**config.mk**
```make
export PLATFORM = sky130hd
export DESIGN_NAME = jtframe_pll_rstgen_flat
export DESIGN_NICKNAME = d
export VERILOG_FILES = /design/src/rtl/jtframe_pll_rstgen_pkg.sv /design/src/rtl/jtframe_pll_rstgen_if.sv /design/src/rtl/jtframe_frac_cen.sv /design/src/rtl/jtframe_pll_rstgen.sv /design/src/flat_wrapper.sv
export SDC_FILE = /design/constraint.sdc
export NUM_CORES = 1
export LEC_CHECK = 0
export CAP_MARGIN = 20
export CORE_MARGIN = 2
export CORE_UTILIZATION = 60
export DETAILED_ROUTE_END_ITERATION = 10
export GPL_TIMING_DRIVEN = 0
export HOLD_SLACK_MARGIN = 0.1
export PLACE_DENSITY = 0.92
export SETUP_SLACK_MARGIN = 0.3
export SYNTH_ARGS = -nofsm -noshare
export SYNTH_HDL_FRONTEND = slang
export SYNTH_SLANG_ARGS = --single-unit
export TNS_END_PERCENT = 5
```
**constraint.sdc**
```tcl
create_clock -name clk -period 2.6 [get_ports clk]
set_clock_uncertainty 0.15 [all_clocks]
set_input_delay 0.78 -clock clk [delete_from_list [all_inputs] [get_ports clk]]
set_output_delay 0.78 -clock clk [all_outputs]
set_load 0.01 [all_outputs]
```
**src/rtl/jtframe_pll_rstgen_pkg.sv**
```systemverilog
// Shared definitions for the PLL-driven game reset generator.
// State encoding and parameter legality helper.
package jtframe_rstgen_pkg;

    localparam logic [1:0] ST_WAIT = 2'd0;
    localparam logic [1:0] ST_HOLD = 2'd1;
    localparam logic [1:0] ST_RUN  = 2'd2;

    typedef enum logic [1:0] {
        WAIT_LOCK = ST_WAIT,
        HOLD      = ST_HOLD,
        RUN       = ST_RUN
    } state_t;

    // cen needs a nonzero rate and cen2 (twice as fast) must not exceed clk
    function automatic bit cen_legal(input int n, input int m);
        return (n > 0) && (2 * n <= m);
    endfunction

endpackage

```
**src/rtl/jtframe_pll_rstgen_if.sv**
```systemverilog
// Game-side reset and clock-enable bundle of the reset generator.
// master = generator, slave = game core / host.
interface jtframe_pll_rstgen_if;
    logic locked;
    logic soft_rst;
    logic rst_game;
    logic rst_n_game;
    logic cen;
    logic cen2;
    logic run;

    modport master (
        input  locked,
        input  soft_rst,
        output rst_game,
        output rst_n_game,
        output cen,
        output cen2,
        output run
    );

    modport slave (
        output locked,
        output soft_rst,
        input  rst_game,
        input  rst_n_game,
        input  cen,
        input  cen2,
        input  run
    );
endinterface

```
**src/rtl/jtframe_frac_cen.sv**
```systemverilog
// Fractional clock enable: pulses STEP times every MOD clk cycles.
// Phase restarts from zero whenever en drops.
module jtframe_frac_cen #(
    parameter int STEP = 1,
    parameter int MOD  = 8
) (
    input  logic clk,
    input  logic rst,
    input  logic en,
    output logic cen
);

    localparam int AW = $clog2(MOD) + 1;

    logic [AW-1:0] acc;
    logic [AW:0]   sum;

    // one extra bit so acc+STEP can never wrap
    assign sum = {1'b0, acc} + (AW+1)'(STEP);

    // accumulate while enabled, emit registered pulse on each wrap
    always_ff @(posedge clk or posedge rst) begin
        if (rst) begin
            acc <= '0;
            cen <= 1'b0;
        end else if (!en) begin
            acc <= '0;
            cen <= 1'b0;
        end else if (sum >= (AW+1)'(MOD)) begin
            acc <= AW'(sum - (AW+1)'(MOD));
            cen <= 1'b1;
        end else begin
            acc <= AW'(sum);
            cen <= 1'b0;
        end
    end

endmodule

```
**src/rtl/jtframe_pll_rstgen.sv**
```systemverilog
// Game reset generator fed by the PLL lock signal.
// Stretched synchronous-release reset plus cen/cen2 enables.
module jtframe_pll_rstgen
    import jtframe_rstgen_pkg::*;
#(
    parameter int HOLD_CYC = 1024,
    parameter int CEN_N    = 1,
    parameter int CEN_M    = 8
) (
    input  logic                  clk,
    input  logic                  rst,
    jtframe_pll_rstgen_if.master  bus
);

    localparam int CW = $clog2(HOLD_CYC) + 1;

    // the hold spans HOLD_CYC+1 counting edges, so release lands
    // 2+HOLD_CYC+1 edges after locked is first sampled high
    localparam logic [CW-1:0] HOLD_END = CW'(HOLD_CYC);

    if (HOLD_CYC < 1) begin : g_bad_hold
        $error("HOLD_CYC must be at least 1");
    end

    if (!cen_legal(CEN_N, CEN_M)) begin : g_bad_cen
        $error("CEN_N/CEN_M must satisfy 0 < 2*CEN_N <= CEN_M");
    end

    logic [1:0]    lsync;
    logic          lock_s;
    state_t        st, st_nx;
    logic [CW-1:0] cnt, cnt_nx;
    logic          run_next;

    assign lock_s   = lsync[1];
    assign run_next = (st_nx == RUN);

    // two-flop synchroniser for the asynchronous PLL lock
    always_ff @(posedge clk or posedge rst) begin
        if (rst) lsync <= 2'b00;
        else     lsync <= {lsync[0], bus.locked};
    end

    // next state: lock loss beats everything, soft_rst restarts the hold
    always_comb begin
        st_nx  = st;
        cnt_nx = cnt;
        if (!lock_s) begin
            st_nx  = WAIT_LOCK;
            cnt_nx = '0;
        end else begin
            unique case (st)
                WAIT_LOCK: begin
                    st_nx  = HOLD;
                    cnt_nx = '0;
                end
                HOLD: begin
                    if (bus.soft_rst) begin
                        cnt_nx = '0;
                    end else if (cnt == HOLD_END) begin
                        st_nx  = RUN;
                        cnt_nx = '0;
                    end else begin
                        cnt_nx = cnt + 1'b1;
                    end
                end
                RUN: begin
                    if (bus.soft_rst) begin
                        st_nx  = HOLD;
                        cnt_nx = '0;
                    end
                end
                default: begin
                    st_nx  = WAIT_LOCK;
                    cnt_nx = '0;
                end
            endcase
        end
    end

    // state, hold counter and registered reset outputs
    always_ff @(posedge clk or posedge rst) begin
        if (rst) begin
            st             <= WAIT_LOCK;
            cnt            <= '0;
            bus.rst_game   <= 1'b1;
            bus.rst_n_game <= 1'b0;
            bus.run        <= 1'b0;
        end else begin
            st             <= st_nx;
            cnt            <= cnt_nx;
            bus.rst_game   <= !run_next;
            bus.rst_n_game <= run_next;
            bus.run        <= run_next;
        end
    end

    jtframe_frac_cen #(
        .STEP (CEN_N),
        .MOD  (CEN_M)
    ) u_cen (
        .clk (clk),
        .rst (rst),
        .en  (run_next),
        .cen (bus.cen)
    );

    jtframe_frac_cen #(
        .STEP (2 * CEN_N),
        .MOD  (CEN_M)
    ) u_cen2 (
        .clk (clk),
        .rst (rst),
        .en  (run_next),
        .cen (bus.cen2)
    );

endmodule

```
**src/flat_wrapper.sv**
```systemverilog
// flat-port wrapper written by rule: the top's interface ports become plain ports
module jtframe_pll_rstgen_flat import jtframe_rstgen_pkg::*;
#(
    parameter int HOLD_CYC = 1024,
    parameter int CEN_N    = 1,
    parameter int CEN_M    = 8
)
  (clk, rst, bus_locked, bus_soft_rst, bus_rst_game, bus_rst_n_game, bus_cen, bus_cen2, bus_run);
  jtframe_pll_rstgen_if bus_i ();
  input  logic clk;
  input  logic rst;
  input wire logic [$bits(bus_i.locked)-1:0] bus_locked;
  input wire logic [$bits(bus_i.soft_rst)-1:0] bus_soft_rst;
  output wire logic [$bits(bus_i.rst_game)-1:0] bus_rst_game;
  output wire logic [$bits(bus_i.rst_n_game)-1:0] bus_rst_n_game;
  output wire logic [$bits(bus_i.cen)-1:0] bus_cen;
  output wire logic [$bits(bus_i.cen2)-1:0] bus_cen2;
  output wire logic [$bits(bus_i.run)-1:0] bus_run;
  assign bus_i.locked = bus_locked;
  assign bus_i.soft_rst = bus_soft_rst;
  assign bus_rst_game = bus_i.rst_game;
  assign bus_rst_n_game = bus_i.rst_n_game;
  assign bus_cen = bus_i.cen;
  assign bus_cen2 = bus_i.cen2;
  assign bus_run = bus_i.run;
  jtframe_pll_rstgen #(.HOLD_CYC(HOLD_CYC), .CEN_N(CEN_N), .CEN_M(CEN_M)) u_core (.clk(clk), .rst(rst), .bus(bus_i));
endmodule
```
== Word-level counts from Yosys, hierarchy flattened ==
Cells that the tools add are included.
Cells by class
  add/subtract/negate cells: 5
  $mul: 0
  divide/modulo/power cells: 0
  $lt $le $gt $ge: 2
  equal/unequal tests: 5
  shifts and indexed selects: 0
  mux-type cells: 18
  bitwise logic cells: 0
  reduce and logical (&&, ||, !) cells: 2
Operators with widths (number)
  two-way mux 11 bit: 4
  case mux 11 bit (2 select lines): 1
  two-way mux 4 bit: 4
  adder 11 x 1 -> 11 bit (second input constant): 1
  equality test 11 bit (second input constant): 1
  >= comparator 5 x 4 -> 1 bit (second input constant): 2
  two-way mux 2 bit: 4
  subtractor 4 bit (second input constant): 2
  case mux 2 bit (3 select lines): 1
  adder 4 x 1 -> 5 bit (second input constant): 1
  adder 4 x 2 -> 5 bit (second input constant): 1
  equality test 2 bit (second input constant): 2
  two-way mux 1 bit: 4
  != test 3 bit (second input constant): 1
  equality test 2 x 1 -> 1 bit (second input constant): 1
  zero test 2 bit: 1
  zero test 1 bit: 1
Storage, ports and cells
  register bits: 27
  bits in latches: 0
  RAM bits: 0
  bits in read-only memories: 0
  logic and storage cells: 41
  memories: 0

== Longest topological paths before layout ==
Gate-level depths: netlist of the first run.
  depth after elaboration: 7
  mapped depth: 7
  gate-level depth less buffers: 6

== Hierarchy ==
Synthesis of the first run repeated with hierarchy kept, for this count alone.
Second synthesis, totals
  cells, all modules: 118
  area, all modules: 1248.7 um^2
By module, submodules not included
  jtframe_pll_rstgen: instances 1, cells each 87, area an instance 870.8 um^2, sequential area each 426.7 um^2
  jtframe_frac_cen at u_core.u_cen: instances 1, cells each 18, area an instance 225.2 um^2, sequential area each 125.1 um^2
  jtframe_frac_cen at u_core.u_cen2: instances 1, cells each 13, area an instance 152.6 um^2, sequential area each 100.1 um^2

== Worst setup path before layout of the first run ==
No wires, ideal clock.
  kind: input to register
  start: input bus_soft_rst
  end: register u_core.cnt[6]
  library setup time: 0.123 ns
  data arrival time: 1.563 ns
  slack: 0.764 ns
  stages: 4
  path buffers: 0
  path through: and4bb_2 -> nor4b_1 -> xnor2_1 -> nor2_1
On the way
  word-level cells in the longest chain between the ends: 3
RTL lines
  start, declared: line flat_wrapper.sv:13  | input wire logic [$bits(bus_i.soft_rst)-1:0] bus_soft_rst;
  two-way mux 11 bit: line jtframe_pll_rstgen.sv:58  | if (bus.soft_rst) begin
  case mux 11 bit (2 select lines): line jtframe_pll_rstgen.sv:52  | unique case (st)
  two-way mux 11 bit: line jtframe_pll_rstgen.sv:48  | if (!lock_s) begin
  end signal, assigned: line jtframe_pll_rstgen.sv:91  | cnt <= cnt_nx;
  end, declared: line jtframe_pll_rstgen.sv:32  | logic [CW-1:0] cnt, cnt_nx;
Several ways; a longest one is shown, not always the timed one.
A chain may end at the register's enable or synchronous reset.

== Worst setup path after layout of the first run ==
  start: register u_core.bus.rst_n_game
  end: output bus_rst_n_game
RTL lines
  start, declared: line jtframe_pll_rstgen_if.sv:16  | output rst_n_game,
  start signal, assigned: line jtframe_pll_rstgen.sv:93  | bus.rst_n_game <= run_next;
  end, declared: line flat_wrapper.sv:15  | output wire logic [$bits(bus_i.rst_n_game)-1:0] bus_rst_n_game;
No word-level cell between the ends.

==> metrics.md, run 1 <==
| Metric | Value |
|---|---|
| Rows | `16` |
| CP peak stage delay | `about 540 ps` |
| Vert. Die Dim | `between 40 and 50 um` |
| Gr usage total | `19.65%` |
| Syn avg cell area | `roughly 11 um^2` |
| Drt total wl | `2.079 mm` |
| DP Area | `1333 um^2` |
| CTS Buf Count | `3` |
| Clock Latency Late Sink | `310 ps` |
| Fmax achieved | `0.4636 GHz` |
| Top fanout value on the critical path | `2` |
| Layout cells sized above 1 | `9.524%` |
| Final setup viols | `0` |
| Initial DRC Count | `15` |
| Top delay family on crit path | `buffers and inverters` |
| Crit-path cells | `clkdlybuf4s50_1` |
| H-tree depth | `1` |
| IO Count | `9` |
| Worst VDD drop | `429.4 uV` |
| Post-CTS Setup Bufs | `0` |
| Status | `complete, no violations` |
| Fin. Hold Viols | `0` |
| Initial Util | `62.76%` |
| Setup crit start kind | `flip-flop` |
| Reg-to-reg endpoint | `u_core.cnt[9]$_DFFE_PP0P_` |
| Vias | `around 860` |
| Largest net degree at the start of global routing | `27` |
| Clock buffer depth | `2` |
| Clock root buffer | `clkbuf_4` |
| MaxCap Viol Count | `0` |
| Pre-CTS setup slack | `111.1 ps` |
| Setup TNS | `0 ps` |
| Worst Path Arrival | `1230 ps` |
| Worst EP required | `1670 ps` |
| FF-to-FF setup slack | `720 ps` |
| Slew Limit Fails | `0` |
| Design Area, Final | `1370 um^2` |
| Hold Path Origin | `u_core.lsync[0]$_DFF_PP0_` |
| Mapped Nets | `123` |
| Drt pass-1 iters | `4` |
| Hold path cells | `0` |
| Detailed-route vias per instance | `roughly 5.6` |
| Vias in the first global route | `roughly 850` |
| Period utilization | `between 80 and 90%` |
| Final net count | `between 100 and 150` |
| Worst-Margin Slew | `around 950 ps` |
| Hold-fix buffers, CTS | `0` |
| Min Hold Slack | `~230 ps` |
| FILL cells | `between 100 and 150` |
| Synth Warn # | `0` |
| Hold Crit Endpoint | `u_core.lsync[1]$_DFF_PP0_` |
| Remaining DRCs | `0` |
| Global-route wire length before repair | `roughly 3.6 mm` |
| Rel. slew slack | `between 30% and 40%` |
| Avg WL per Cell | `between 10 and 15 um` |
| Synth Instances | `~110` |
| Area of the die | `2407 um^2` |
| FF+latch count, synth | `26` |
| CTS tree | `done` |
| Pwr per Cell Area | `between 400 and 500 nW/um^2` |
| Area Growth Syn to Fin | `12.42%` |
| Core area | `1942 um^2` |
| Final WS setup | `roughly 440 ps` |
| Post-route ant nets | `0` |
| Clock transition at path regs | `approximately 140 ps` |
| Gpl congestion | `around 0.85` |
| Mapped cell area | `about 1200 um^2` |
| DP HPWL | `~1.6 mm` |
| Port bufs | `8` |
| Critical Setup Path Class | `reg -> out` |
| Total gr overflow | `0` |
| LEAKAGE | `roughly 0.6 nW` |
| CTS sink count | `26` |
| Antenna diodes | `0` |
| RSZ-0062 raised after global routing | `false` |
| Tmin final | `about 2200 ps` |
| Register area share after synthesis | `between 50% and 60%` |
| Horiz. Die Dim | `roughly 50 um` |
| Crit path buf inv count | `1` |
| CP max stage cell | `clkdlybuf4s50_1` |
| Initial antenna violation count | `0` |
| Crit Reg-Reg Startpoint | `u_core.cnt[0]$_DFFE_PP0P_` |
| Synth cell types | `29` |
| Worst Hold Class | `reg -> reg` |
| CP Capture Type | `output pin` |
| FF-to-FF path depth | `6` |
## layer usage
metal	GRT usage [%]	part of all wire, %	vias to the layer above
met5	0	0	-
met4	5.714	1.4	0
met3	3.681	3.1	4
met2	35.14	54	15
met1	23.97	41	422
li1	-	-	416
## cells in the mapped netlist (all sizes together)
library cell  instances  area, um^2
a21o                  2       15.01
a21oi                 2       10.01
a311o                 1       10.01
a31oi                 4       25.02
a41oi                 1       8.760
and4bb                2       25.02
buf                   2       12.51
dfrtp                25       625.6
dfstp                 1       26.28
ha                    5       62.56
inv                   8       30.03
mux2                  1       11.26
nand2                10       37.54
nand2b                3       18.77
nand3                 4       20.02
nand4                 3       18.77
nand4bb               2       22.52
nor2                 15       56.30
nor2b                 1       6.260
nor3                  7       40.04
nor3b                 1       7.510
nor4                  1       21.27
nor4b                 2       17.52
o211a                 1       10.01
o21ai                 2       10.01
xnor2                 6       52.55
xor2                  2       17.52
## placed cells by master, fill, tap and decap left out
cell             count
dfrtp_1             25
nor2_1              15
nand2_1             10
inv_1                8
xnor2_1              6
nor3_1               6
clkdlybuf4s50_1      6
ha_1                 5
nand3_1              4
a31oi_1              4
nand2b_1             3
nand4_1              3
clkbuf_4             3
and4bb_2             2
a21o_1               2
nor4b_1              2
nand4bb_1            2
a21oi_1              2
o21ai_0              2
xor2_1               2
nor4_4               1
a311o_1              1
a41oi_1              1
o211a_1              1
nor2b_1              1
buf_2                1
nor3_2               1
nor3b_1              1
mux2_2               1
buf_4                1
clkbuf_8             1
dlygate4sd2_1        1
dlymetal6s2s_1       1
dfstp_2              1
## power breakdown
part	switching, mW	total, mW	internal, mW
Sequential	0.00318	0.411	0.408
Combinational	0.0142	0.0235	0.00936
Clock	0.117	0.202	0.0855
## registers in the layout (all words and copies together), names as in the netlist
register	flops
u_core.bus.rst_n_game	1
u_core.cnt	11
u_core.u_cen.acc	4
u_core.bus.rst_game	1
u_core.u_cen2.cen	1
u_core.lsync	2
u_core.u_cen.cen	1
u_core.st	2
u_core.u_cen2.acc	3
## cell type report
class                   count  area, um^2  share of cell area, %
plain buffers               2       12.51                 0.9132
inverters                   8       30.03                  2.192
flip-flops and latches     26       651.9                  47.58
clock buffers               4       36.28                  2.648
repair buffers              8       81.33                  5.936
multi-input cells          78       524.3                  38.26
well taps                  27       33.78                  2.466
## how the worst max path moves through the flow
stage	startpoint	to	slack (ps)	depth (start not counted)
finish	u_core.bus.rst_n_game$_DFF_PP0_	bus_rst_n_game	440	1
detailed placement	bus_soft_rst	u_core.cnt[8]$_DFFE_PP0P_	110	5
floorplan	bus_soft_rst	u_core.cnt[6]$_DFFE_PP0P_	760	4
CTS	u_core.bus.rst_n_game$_DFF_PP0_	bus_run	350	2
global placement	bus_soft_rst	u_core.cnt[6]$_DFFE_PP0P_	150	5
global route	u_core.bus.rst_n_game$_DFF_PP0_	bus_rst_n_game	380	1
## per-stage QoR
step | util, % | std cells | power, mW
final | 70.55 | 153 | 0.6365
after global routing | 70.55 | 153 | 0.6559
after CTS | 70.43 | 153 | 0.6405
after detailed placement | 68.62 | 149 | 0.4422
after global placement | 68.62 | 149 | 0.4401
after floorplan | - | 114 | 0.4323
## cell families (layout without fill, tap and decap cells)
group	after synthesis	count (layout)	share of synthesized area, %
and+or+nand+nor	51	51	23.92
DFF	26	26	53.49
AOI/OAI and AO/OA	13	13	7.289
buffers and inverters	10	22	3.491
xor gates and xnor gates	8	8	5.750
adders and majority gates	5	5	5.133
muxes	1	1	0.9240
## timing repair
action / in CTS / in global routing
hold endpoints to repair: 0 / 0
endpoints found under the setup margin: 1 / 1
resized for setup: 1 / 1
No activity file was read; power rests on OpenSTA's default activity.
==> run 2, diff against run 1 <==
--- a/config.mk
+++ b/config.mk
@@ -7,11 +7,11 @@
 export LEC_CHECK = 0
 export CAP_MARGIN = 20
 export CORE_MARGIN = 2
-export CORE_UTILIZATION = 60
+export CORE_UTILIZATION = 50
 export DETAILED_ROUTE_END_ITERATION = 10
 export GPL_TIMING_DRIVEN = 0
 export HOLD_SLACK_MARGIN = 0.1
-export PLACE_DENSITY = 0.92
+export PLACE_DENSITY = 0.83
 export SETUP_SLACK_MARGIN = 0.3
 export SYNTH_ARGS = -nofsm -noshare
 export SYNTH_HDL_FRONTEND = slang
==> constraint.sdc (replaced) <==
create_clock -name clk -period 1.9 [get_ports clk]
set_clock_uncertainty 0.15 [all_clocks]
set_input_delay 0.57 -clock clk [delete_from_list [all_inputs] [get_ports clk]]
set_output_delay 0.57 -clock clk [all_outputs]
set_load 0.01 [all_outputs]
==> run 2 against run 1 <==
Global-route usage down 0.93 points. Core utilization down 3.1 points. Power up 38%. Setup slack worse by 260 ps. Non-clock buffer count up 6. Die area up 18%. Clock power up 35%. Flip-flop and latch count unchanged.
==> metrics.md, run 2 (synthesized netlist as in run 1, its figures left out) <==
| Metric | Value |
|---|---|
| Status | `complete, no violations` |
| LEAKAGE | `0.6650 nW (+9.8%)` |
| Largest net degree at the start of global routing | `27 (unchanged)` |
| Detailed-route vias per instance | `5.588 (-0.25%)` |
| Regs by FF count | `u_core.cnt x11, u_core.u_cen.acc x4, u_core.u_cen2.acc x3` |
| Commonest non-fill, non-tap cell in the layout | `dfrtp_1` |
| RSZ-0062 raised after global routing | `true` |
| Fmax achieved | `roughly 0.58 GHz` |
| Vias in the first global route | `888 (+4.8%)` |
| MaxCap Viol Count | `0 (unchanged)` |
| Antenna diodes | `0 (unchanged)` |
| Clock Latency Late Sink | `320 ps (about the same)` |
| Fin. Hold Viols | `0 (unchanged)` |
| WL met2 | `1.283 mm (+14%)` |
| Core area | `2255 um^2 (+16%)` |
| H-tree depth | `1 (unchanged)` |
| Area of the die | `2848 um^2 (+18%)` |
| Hold-fix buffers, CTS | `0 (unchanged)` |
| IO Count | `9 (unchanged)` |
| DP Area | `1353 um^2 (+1.5%)` |
| Remaining DRCs | `0 (unchanged)` |
| Setup crit start kind | `flip-flop` |
| Initial Util | `54.05% (-8.7 points)` |
| Vias | `894 (+4.3%)` |
| Layout cells sized above 1 | `25.00% (+15 points)` |
| Worst Path Arrival | `1820 ps (+590 ps)` |
| DP HPWL | `1.575 mm (+0.38%)` |
| Tot Pwr | `879.9 uW (+38%)` |
| Worst-Margin Slew | `390.2 ps (-560.7 ps)` |
| FF-to-FF setup slack | `180 ps (-540 ps)` |
| Vert. Die Dim | `53.37 um (+8.8%)` |
| DR WL met3 | `78 um (+22%)` |
| Design Area, Final | `1520 um^2 (+11%)` |
| CP Capture Type | `flip-flop` |
| Hold Path Origin | `u_core.lsync[0]$_DFF_PP0_` |
| Final setup viols | `0 (unchanged)` |
| CP max stage cell | `dfrtp_1` |
| Slew Limit Fails | `0 (unchanged)` |
| Wl on met1 | `957 um (+12%)` |
| Crit-path cells | `inv_2, ha_4, and4bb_2, a311o_1, a21o_4, nor2_1` |
| Drt total wl | `2.374 mm (+14%)` |
| Avg WL per Cell | `14.84 um (+9.2%)` |
| CTS Buf Count | `3 (unchanged)` |
| Horiz. Die Dim | `53.37 um (+8.8%)` |
| Pre-CTS setup slack | `-339.9 ps (-451.0 ps)` |
| Clock transition at path regs | `140 ps (about the same)` |
| Top sig layer | `met4` |
| Initial DRC Count | `15 (unchanged)` |
| Clock root buffer | `clkbuf_4` |
| Area Growth Syn to Fin | `24.74%` |
| Gr usage total | `18.73% (-0.93 points)` |
| Global-route wire length before repair | `3.857 mm (+5.9%)` |
| CP peak stage delay | `400 ps (-140 ps)` |
| Crit Reg-Reg Startpoint | `u_core.cnt[0]$_DFFE_PP0P_` |
| Tmin final | `1720 ps` |
| Final WS setup | `180.1 ps (-263.1 ps)` |
| Total gr overflow | `0 (unchanged)` |
| Most frequent cells in the layout | `dfrtp_1 (25), nor2_1 (11), nand2_1 (10)` |
| Number of flip-flops under the largest register name | `11 (unchanged)` |
| CP startpoint | `u_core.cnt[0]$_DFFE_PP0P_` |
| Worst VDD drop | `503.6 uV (+17%)` |
| CTS tree | `done` |
| Core Util, Final | `67.43% (-3.1 points)` |
| Initial antenna violation count | `0 (unchanged)` |
| CTS sink count | `26 (unchanged)` |
| Setup TNS | `0 ps (unchanged)` |
| Post-route ant nets | `0 (unchanged)` |
| Worst EP required | `2000 ps (+330 ps)` |
| Top fanout value on the critical path | `7 (+5)` |
| Gpl congestion | `0.8339 (-2.0%)` |
| Clock buffer depth | `2 (unchanged)` |
| Top reg by flops | `u_core.cnt` |
| Final net count | `142 (+4.4%)` |
| Pwr per Cell Area | `578.8 nW/um^2 (+25%)` |
| Drt pass-1 iters | `4 (unchanged)` |
| Critical Setup Path Class | `reg -> reg` |
| Port bufs | `8 (unchanged)` |
| Period utilization | `around nine tenths` |
| Rows | `17 (+1)` |
| Worst Hold Class | `reg -> reg` |
| Rel. slew slack | `73.89% (+37 points)` |
[run 2: cell type report]
class	instances	area (um^2)
Fill cell	174	734.5
Sequential cell	26	651.9
Multi-Input combinational cell	78	616.8
Timing Repair Buffer	14	131.4
Clock buffer	4	36.28
Tap cell	28	35.03
Inverter	8	30.03
Buffer	2	18.77
[run 2: critical path: cells and delay by family (launching register included)]
family / cells / cell delay (ps)
flip-flops: 1 / 400
buffers and inverters: 1 / 60
AND/OR/NAND/NOR: 2 / 340
adder cells (fa/ha/maj): 1 / 150
AO/OA/AOI/OAI: 2 / 540
[run 2: final timing paths]
check	end	cells past startpoint
worst max register to register	u_core.cnt[8]$_DFFE_PP0P_	6
max in group asynchronous	u_core.bus.rst_game$_DFF_PP1_	3
min in group asynchronous	u_core.bus.rst_n_game$_DFF_PP0_	2
worst min register to register	u_core.lsync[1]$_DFF_PP0_	0
worst min-delay path	u_core.lsync[1]$_DFF_PP0_	0
worst max-delay path	u_core.cnt[8]$_DFFE_PP0P_	6
[run 2: power breakdown]
| group | switching (mW) | leakage (nW) | total [mW] | internal (mW) |
|---|---|---|---|---|
| Sequential | 0.00463 | 0.352 | 0.562 | 0.558 |
| Combinational | 0.0242 | 0.292 | 0.0458 | 0.0217 |
| Clock | 0.155 | 0.0210 | 0.272 | 0.117 |
[run 2: per-stage QoR]
step                std cells  hold slack, ps
floorplan                 114           181.2
global placement          150           185.7
detailed placement        150           199.0
CTS                       158           229.5
global route              160           231.6
finish                    160           225.5
[run 2: repair_timing]
action	4_1_cts	5_1_grt
pin swaps	4	4
setup buffers	3	1
setup endpoints to repair	27	29
resized for setup	18	12
cloned	1	0
endpoints found under the hold margin	0	0
[run 2: routing by layer]
layer / track usage [%] / vias up
li1: - / 427
met1: 22.73 / 438
met2: 33.54 / 21
met3: 1.695 / 8
met4: 7.692 / 0
met5: 0 / -
